==> config.mk <==
export PLATFORM = sky130hd
export DESIGN_NAME = fp_mult_arbiter
export DESIGN_NICKNAME = d
export VERILOG_FILES = /design/src/rtl/fp_mult_pkg.sv /design/src/rtl/fp_mult_arbiter_rr_pick.sv /design/src/rtl/fp_mult_arbiter.sv
export SDC_FILE = /design/constraint.sdc
export NUM_CORES = 1
export LEC_CHECK = 0
export CORE_AREA = 2 2 154 156
export DETAILED_ROUTE_END_ITERATION = 6
export DIE_AREA = 0 0 156 158
export DONT_BUFFER_PORTS = 1
export PLACE_DENSITY = 0.39
export SYNTH_ARGS = -nofsm -noshare
export SYNTH_HDL_FRONTEND = slang
export SYNTH_SLANG_ARGS = --single-unit
==> constraint.sdc <==
create_clock -name clk -period 4 [get_ports clk]
set_input_delay 0.8 -clock clk [delete_from_list [all_inputs] [get_ports clk]]
set_output_delay 0.8 -clock clk [all_outputs]
set_load 0.01 [all_outputs]
==> src/rtl/fp_mult_pkg.sv <==
// Shared types and FP32 helpers for the shared-multiplier arbiter and its siblings.
package fp_mult_pkg;

    localparam int unsigned EXP_W   = 8;
    localparam int unsigned MANT_W  = 23;
    localparam int unsigned FP_W    = 1 + EXP_W + MANT_W;
    localparam int unsigned MAX_REQ = 8;
    localparam int unsigned BUS_W   = MAX_REQ * FP_W;

    typedef enum logic [1:0] {
        ST_IDLE  = 2'd0,
        ST_ISSUE = 2'd1,
        ST_WAIT  = 2'd2,
        ST_RESP  = 2'd3
    } state_t;

    // Extract operand idx from a packed requester bus (zero-extended to BUS_W).
    function automatic logic [FP_W-1:0] fp_slice(input logic [BUS_W-1:0] bus,
                                                 input int unsigned      idx);
        return bus[idx*FP_W +: FP_W];
    endfunction

endpackage

==> src/rtl/fp_mult_arbiter_rr_pick.sv <==
// Combinational round-robin pick: first set request at or after ptr, wrapping.
module rr_pick #(
    parameter  int unsigned N_REQ = 4,
    localparam int unsigned PTR_W = $clog2(N_REQ)
) (
    input  logic [N_REQ-1:0] i_req,
    input  logic [PTR_W-1:0] i_ptr,
    output logic [N_REQ-1:0] o_gnt_c,
    output logic [PTR_W-1:0] o_idx_c,
    output logic             o_any_c
);

    int unsigned w_pos;

    always_comb begin
        o_gnt_c = '0;
        o_idx_c = '0;
        o_any_c = 1'b0;
        w_pos   = 0;
        for (int unsigned k = 0; k < N_REQ; k++) begin
            w_pos = 32'(i_ptr) + k;
            if (w_pos >= N_REQ) begin
                w_pos = w_pos - N_REQ;
            end
            if (!o_any_c && i_req[PTR_W'(w_pos)]) begin
                o_any_c                 = 1'b1;
                o_idx_c                 = PTR_W'(w_pos);
                o_gnt_c[PTR_W'(w_pos)]  = 1'b1;
            end
        end
    end

endmodule

==> src/rtl/fp_mult_arbiter.sv <==
// Round-robin sequencer sharing one fixed-latency FP32 multiplier among N_REQ requesters.
module fp_mult_arbiter
    import fp_mult_pkg::*;
#(
    parameter  int unsigned N_REQ   = 4,
    parameter  int unsigned MUL_LAT = 1,
    localparam int unsigned PTR_W   = $clog2(N_REQ),
    localparam int unsigned CNT_W   = $clog2(MUL_LAT + 1)
) (
    input  logic                  clk,
    input  logic                  reset,
    input  logic [N_REQ-1:0]      req,
    input  logic [N_REQ*FP_W-1:0] req_dataa,
    input  logic [N_REQ*FP_W-1:0] req_datab,
    output logic [N_REQ-1:0]      gnt,
    output logic [N_REQ-1:0]      rsp_valid,
    output logic [FP_W-1:0]       rsp_result,
    output logic                  busy,
    output logic                  mul_en,
    output logic [FP_W-1:0]       mul_dataa,
    output logic [FP_W-1:0]       mul_datab,
    input  logic [FP_W-1:0]       mul_result
);

    state_t             r_state;
    logic [PTR_W-1:0]   r_ptr;
    logic [PTR_W-1:0]   r_owner;
    logic [CNT_W-1:0]   r_cnt;
    logic [N_REQ-1:0]   r_gnt;
    logic [N_REQ-1:0]   r_rsp_valid;
    logic [FP_W-1:0]    r_rsp_result;
    logic               r_busy;
    logic               r_mul_en;
    logic [FP_W-1:0]    r_mul_dataa;
    logic [FP_W-1:0]    r_mul_datab;

    logic [N_REQ-1:0]   w_pick_gnt;
    logic [PTR_W-1:0]   w_pick_idx;
    logic               w_pick_any;

    rr_pick #(
        .N_REQ (N_REQ)
    ) u_rr_pick (
        .i_req   (req),
        .i_ptr   (r_ptr),
        .o_gnt_c (w_pick_gnt),
        .o_idx_c (w_pick_idx),
        .o_any_c (w_pick_any)
    );

    // Sequencer: one grant per IDLE pass, operands held until the product is captured.
    always_ff @(posedge clk) begin
        if (reset) begin
            r_state      <= ST_IDLE;
            r_ptr        <= '0;
            r_owner      <= '0;
            r_cnt        <= '0;
            r_gnt        <= '0;
            r_rsp_valid  <= '0;
            r_rsp_result <= '0;
            r_busy       <= 1'b0;
            r_mul_en     <= 1'b0;
            r_mul_dataa  <= '0;
            r_mul_datab  <= '0;
        end else begin
            r_gnt       <= '0;
            r_rsp_valid <= '0;
            r_mul_en    <= 1'b0;
            case (r_state)
                ST_IDLE: begin
                    if (w_pick_any) begin
                        r_owner     <= w_pick_idx;
                        r_mul_dataa <= fp_slice(BUS_W'(req_dataa), 32'(w_pick_idx));
                        r_mul_datab <= fp_slice(BUS_W'(req_datab), 32'(w_pick_idx));
                        r_gnt       <= w_pick_gnt;
                        r_mul_en    <= 1'b1;
                        r_busy      <= 1'b1;
                        r_state     <= ST_ISSUE;
                    end
                end
                ST_ISSUE: begin
                    r_cnt   <= CNT_W'(MUL_LAT);
                    r_state <= ST_WAIT;
                end
                ST_WAIT: begin
                    r_cnt <= r_cnt - CNT_W'(1);
                    // Count of 1 marks the edge where the multiplier output is valid.
                    if (r_cnt == CNT_W'(1)) begin
                        r_rsp_result <= mul_result;
                        r_rsp_valid  <= N_REQ'(1) << r_owner;
                        r_state      <= ST_RESP;
                    end
                end
                ST_RESP: begin
                    r_ptr   <= (r_owner == PTR_W'(N_REQ - 1)) ? '0 : r_owner + PTR_W'(1);
                    r_busy  <= 1'b0;
                    r_state <= ST_IDLE;
                end
                default: begin
                    r_busy  <= 1'b0;
                    r_state <= ST_IDLE;
                end
            endcase
        end
    end

    assign gnt        = r_gnt;
    assign rsp_valid  = r_rsp_valid;
    assign rsp_result = r_rsp_result;
    assign busy       = r_busy;
    assign mul_en     = r_mul_en;
    assign mul_dataa  = r_mul_dataa;
    assign mul_datab  = r_mul_datab;

endmodule

# Word-level counts from Yosys, hierarchy flattened
# Cells that the tools add are included.
[totals]
regBits = 113
input_bits = 294
output_inout_bits = 106
word_cells = 108
[op_classes]
n_addsub = 9
order_cmp = 12
n_eq_ne = 6
shift = 3
muxes = 40
bitwise = 7
n_reduce_logical = 20
[ops]
columns = ["op", "n"]
rows = [
  ["variable part select 256 x 8 -> 32 bit", 2],
  ["2-to-1 mux 2 bit", 11],
  ["2-to-1 mux 4 bit", 4],
  ["2-to-1 mux 1 bit", 14],
  ["less-than comparator 2 x 3 -> 1 bit (second input constant)", 4],
  ["OR 4 bit", 3],
  ["greater-or-equal comparator 3 bit (second input constant)", 3],
  ["binary-select mux 1 bit (select 2 bit)", 4],
  ["demux 1 bit (select 2 bit)", 4],
  ["greater-or-equal comparator 2 x 1 -> 1 bit (second input constant)", 4],
  ["case mux 2 bit (4 select lines)", 1],
  ["AND reduction 2 bit", 4],
  ["subtractor 2 x 1 -> 2 bit (second input constant)", 4],
  ["logical AND 1 bit", 7],
  ["adder 2 x 2 -> 3 bit (second input constant)", 2],
  ["equality test 2 bit (second input constant)", 3],
  ["OR reduction 3 bit", 2],
  ["inverter 1 bit", 4],
  ["case mux 1 bit (2 select lines)", 2],
  ["nonzero test 2 bit", 2],
  ["left shift 1 x 2 -> 4 bit (first input constant)", 1],
  ["adder 2 x 1 -> 3 bit (second input constant)", 1],
  ["greater-or-equal comparator 2 x 3 -> 1 bit (second input constant)", 1],
  ["zero test 1 bit", 3],
  ["other kinds (7)", 7],
]

# Longest topological paths before layout
[logic_depth]
depth_word = 16
depth_mapped = 13
ltp_nobuf = 8

# Modules after synthesis
# A second synthesis with hierarchy kept.
[hier_totals]
cells_unflattened = 607
area_unflattened_um2 = 6216.0
[by_module_without_submodules]
columns = ["mod", "n_inst", "cells_each", "area_each_um2", "seq_area_each_um2"]
rows = [
  ["fp_mult_arbiter", 1, 562, 5796.8, 2262.2],
  ["rr_pick", 1, 45, 419.2, 0.0],
]

# Least setup slack after synthesis
# OpenSTA, ideal clock, no wires.
[synth_timing]
path_type = "reg2reg"
from = "reg r_ptr[0]"
to = "reg r_mul_dataa[23], in the netlist mul_dataa[23]"
setup_ns = 0.087
arrival_time_ns = 2.813
t_required_ns = 3.913
path_slack_ns = 1.099
path_stages_with_launch = 14
path_buffers = 5
synth_period_minus_slack_ns = 2.901
cell_sequence = "dfxtp_1 > buf_2 > inv_1 > ha_1 > clkbuf_1 > mux4_2 > nor2b_4 > nor3_2 > or2_1 > buf_6 > buf_6 > buf_12 > mux2i_1 > a221oi_2"
[synth_via]
elab_chain_len = 15
elab_cells_between_ends = 39
classes_between = "add/sub: 7; order compare: 4; shift: 1; mux: 20; reduce/logical: 7"
[synth_rtl]
columns = ["element", "line_no", "source"]
rows = [
  ["start, declared", "fp_mult_arbiter.sv:26", "logic [PTR_W-1:0] r_ptr;"],
  ["start signal, assigned", "fp_mult_arbiter.sv:95", "r_ptr <= (r_owner == PTR_W'(N_REQ - 1)) ? '0 : r_owner + PTR_W'(1);"],
  ["branches (longest 15 deep; another with adder 2 x 1 -> 3 bit)", "--", ""],
  ["end signal, assigned", "fp_mult_arbiter.sv:73", "r_mul_dataa <= fp_slice(BUS_W'(req_dataa), 32'(w_pick_idx));"],
  ["end, declared", "fp_mult_arbiter.sv:34", "logic [FP_W-1:0] r_mul_dataa;"],
]
# Several ways; the timed one is not identified. The select of a mux whose other input is x is not followed.
# A chain may end at the register's enable or synchronous reset.

# Final worst setup path
[layout_timing]
from = "reg r_ptr[1]"
to = "reg r_mul_datab[1], in the netlist mul_datab[1]"
[layout_via]
elab_chain_len = 15
elab_cells_between_ends = 39
classes_between = "add/sub: 7; order compare: 4; shift: 1; mux: 20; reduce/logical: 7"
[layout_rtl]
columns = ["element", "line_no", "source"]
rows = [
  ["branches (longest 15 deep; another with adder 2 x 1 -> 3 bit)", "--", ""],
  ["end signal, assigned", "fp_mult_arbiter.sv:74", "r_mul_datab <= fp_slice(BUS_W'(req_datab), 32'(w_pick_idx));"],
  ["end, declared", "fp_mult_arbiter.sv:35", "logic [FP_W-1:0] r_mul_datab;"],
]
# Several ways; the timed one is not identified. The select of a mux whose other input is x is not followed.

==> metrics.json <==
{
  "run_status": {"value": "finished clean"},
  "synth.top_cells.by_area": {"value": "dfxtp_1, mux2i_1, nand2_1, o21bai_1, a21oi_1"},
  "cell_with_the_most_instances_after_synthesis": {"value": "nand2_1"},
  "yosys.cell_types.count": {"value": 46},
  "synthToLayoutAreaGrowth": {"value": 11.73, "unit": "%"},
  "total_leakage_power": {"value": 2.916, "unit": "nW"},
  "type_of_element_capturing_the_critical_path": {"value": "register"},
  "power": {"value": 5.388, "unit": "mW"},
  "gr-total-overflow": {"value": 0},
  "worst_slew_margin_rel": {"value": 0.1668},
  "dr.pass1.iters": {"value": 5},
  "worstSetupStartpointType": {"value": "register"},
  "antennaDiodeCount": {"value": 0},
  "worst_setup_hold_path_clk_slew": {"value": 0.06, "unit": "ns"},
  "final_count_of_hold_timing_violations": {"value": 0},
  "worstMarginPinSlew": {"value": 1.250, "unit": "ns"},
  "die_h": {"value": 158, "unit": "um"},
  "num_io_pins": {"value": 400},
  "p_int": {"value": 3.125, "unit": "mW"},
  "vias_per_cell": {"value": 5.711},
  "num-fill-cells": {"value": 2348},
  "initial_core_util": {"value": 0.2831},
  "netlist.top_cell.by_area": {"value": "dfxtp_1"},
  "globalplace.congestion": {"value": 0.7990},
  "core.rowCount": {"value": 56},
  "mappedNetlistNets": {"value": 1049},
  "number_of_flops_mapped_to_enable_cells_by_yosys": {"value": 0},
  "postSynth.topFlopCell": {"value": "dfxtp_1"},
  "first_iter_violations": {"value": 349},
  "h-tree-depth": {"value": 4},
  "unrepaired_setup_endpoints_after_global_routing": {"value": "no"},
  "grt_use_total": {"value": 0.1805},
  "pwr-share-comb": {"value": 0.339},
  "dp_hpwl": {"value": 17.01, "unit": "mm"},
  "port-buffer-count": {"value": 0},
  "fp.dieArea": {"value": 24650, "unit": "sq um"},
  "die_w": {"value": 156, "unit": "um"},
  "syn_inst": {"value": 745},
  "worstHoldPathType": {"value": "input pin to register"},
  "max_clock_freq": {"value": 278.0, "unit": "MHz"},
  "seqPwrFrac": {"value": 0.374},
  "ys_async_sr_fraction": {"value": 0},
  "grt_max_degree": {"value": 92},
  "critical_path.max_fanout": {"value": 25},
  "drv_cap": {"value": 0},
  "final.setup.tns": {"value": 0, "unit": "ns"},
  "finalWorstSetupSlack": {"value": 0.4024, "unit": "ns"},
  "clock_sinks": {"value": 113},
  "multi_input_comb_area": {"value": 3915, "unit": "sq um"},
  "slew_violations": {"value": 0},
  "cts_hold_buffers": {"value": 0},
  "share_of_post_route_cells_with_drive_strength_above_1": {"value": 0.1001},
  "vias": {"value": 5762},
  "time_the_final_worst_path_needs_with_i_o_delays_and_setup": {"value": 3.598, "unit": "ns"},
  "floorplan.core_area": {"value": 23050, "unit": "sq um"},
  "synth-seq-area-share": {"value": 0.3466},
  "timing_worst_setup_path_type": {"value": "register to register"},
  "arrival": {"value": 3.86, "unit": "ns"},
  "seq_area": {"value": 2263, "unit": "sq um"},
  "min_period_over_period": {"value": 0.8994},
  "finalClockSkew": {"value": 0.01391, "unit": "ns"},
  "via_count_of_the_first_global_routing_pass": {"value": 5627},
  "switching_share": {"value": 0.4201},
  "tritoncts": {"value": "built"},
  "post-route-drc-count": {"value": 0},
  "syn-cell-area": {"value": 6526, "unit": "sq um"},
  "clkPwrFrac": {"value": 0.288},
  "wire_per_inst": {"value": 23.19, "unit": "um"},
  "setup-violations-final": {"value": 0},
  "ctsResizeCount": {"value": 0},
  "num-nets-final": {"value": 1010},
  "cts_max_path_buffers": {"value": 2},
  "detail-route-antenna-nets": {"value": 0},
  "switching_power": {"value": 2.264, "unit": "mW"},
  "grt_first_pass_wirelength": {"value": 33.88, "unit": "mm"},
  "yosys_warnings": {"value": 0},
  "cts_post_setup_buffers_inserted": {"value": 0},
  "synth_top_area_frac": {"value": 0.3466},
  "number_of_antenna_violations_at_the_first_check_in_global_routing": {"value": 0},
  "cts_inserted_buffers": {"value": 17},
  "clk_latency": {"value": 0.42, "unit": "ns"},
  "ys_top_cells_by_count": {"value": "nand2_1, dfxtp_1, mux2i_1"},
  "power_density_relative_to_cell_area": {"value": 738.9, "unit": "nW/um^2"},
  "synth_seq_cells": {"value": 113},
  "finalCoreUtilization": {"value": 0.3163},
  "peakVddDrop": {"value": 228.2, "unit": "uV"},
  "cp_data_required_time": {"value": 4.26, "unit": "ns"},
  "syn_area_per_cell": {"value": 8.760, "unit": "sq um"},
  "wl": {"value": 23.40, "unit": "mm"},
  "place_ws": {"value": 0.4552, "unit": "ns"},
  "clock_tree.root_cell": {"value": "clkbuf_16"}
}
-- area by class of cell --
class,instances,share of cell area
clock buffers,17,0.05834
clock inverters,15,0.02265
inverters,6,0.003089
multi-input cells,553,0.5369
flip-flops and latches,113,0.3104
well taps,290,0.04976
repair buffers,15,0.01887
-- cells in the final DEF, fill, tap and decap left out, types with 3 or more instances in the layout --
cell type | synthesis | routed
inv_1 | 6 | 6
a2111oi_0 | 19 | 19
buf_4 | 4 | 13
clkbuf_16 | 0 | 17
nand2b_1 | 4 | 4
a221oi_2 | 10 | 10
inv_6 | 0 | 6
a21oi_1 | 66 | 66
nor4_1 | 3 | 3
o21ai_0 | 7 | 7
nor3b_1 | 19 | 19
and3_1 | 20 | 20
nor2_1 | 15 | 13
dfxtp_1 | 113 | 112
ha_1 | 10 | 10
o31ai_1 | 19 | 19
inv_8 | 0 | 3
mux2i_1 | 95 | 95
a221oi_1 | 34 | 34
a221o_1 | 4 | 4
o21bai_1 | 45 | 45
a211oi_1 | 24 | 24
nand2_1 | 114 | 114
nand3_1 | 21 | 21
-- power by group through the flow --
| stage | combinational, mW | sequential, mW | clock [mW] |
|---|---|---|---|
| 6_report | 1.82 | 2.01 | 1.55 |
| 3_3_place_gp | 1.80 | 2.05 | 0 |
| 5_1_grt | 2.03 | 2.06 | 1.65 |
| 2_1_floorplan | 1.51 | 1.89 | 0 |
| 3_5_place_dp | 1.85 | 2.04 | 0 |
| 4_1_cts | 1.84 | 2.02 | 1.60 |
-- worst paths after layout --
kind | startpoint | end | slack, ns | cells after the start
max reg2reg | r_ptr[1] | mul_datab[1] | 0.40 | 9
max | r_ptr[1] | mul_datab[1] | 0.40 | 9
min | reset | r_owner[1] | 0.47 | 1
min reg2reg | rsp_result[28] | rsp_result[28] | 0.50 | 2
-- through the flow --
step	hold WS, ns	cell area, sq um	cells
after floorplan	0.4761	6526	745
after global placement	0.4911	6701	977
after detailed placement	0.4921	6701	977
after CTS	0.4472	7292	1009
after global routing	0.4347	7292	1009
final	0.4691	7292	1009
-- routing by layer --
| layer | vias up | track usage | wire [um] | share of wire |
|---|---|---|---|---|
| met5 | - | 0 | 0 | 0 |
| met4 | 0 | 0.05111 | 278 | 0.012 |
| met3 | 17 | 0.06460 | 2099 | 0.090 |
| met2 | 285 | 0.3234 | 11940 | 0.51 |
| met1 | 2749 | 0.2021 | 9084 | 0.39 |
| li1 | 2711 | - | - | - |
-- critical path, stage by stage, from the launching register on --
cell and delay, ns:
dfxtp_1 0.48, inv_1 0.17, ha_1 0.47, mux4_2 0.46, o21bai_4 0.35, a21oi_2 0.23
or2_4 0.45, buf_4 0.31, mux2i_1 0.39, a221oi_2 0.12
-- registers in the layout, indices dropped and copies added, names as in the netlist --
signal and count:
busy 1, r_ptr 2, mul_dataa 32, mul_datab 32, r_owner 2, r_cnt 1, rsp_valid 4, r_state 2
gnt 4, mul_en 1, rsp_result 32
-- cell families after synthesis --
group,count (synthesis),synth area share
buf+inv,79,0.05732
flops,113,0.3466
compound gates,235,0.2678
mux,98,0.1543
simple gates,210,0.1547
fa+ha+maj,10,0.01917
(Power assumes the default switching activity.)
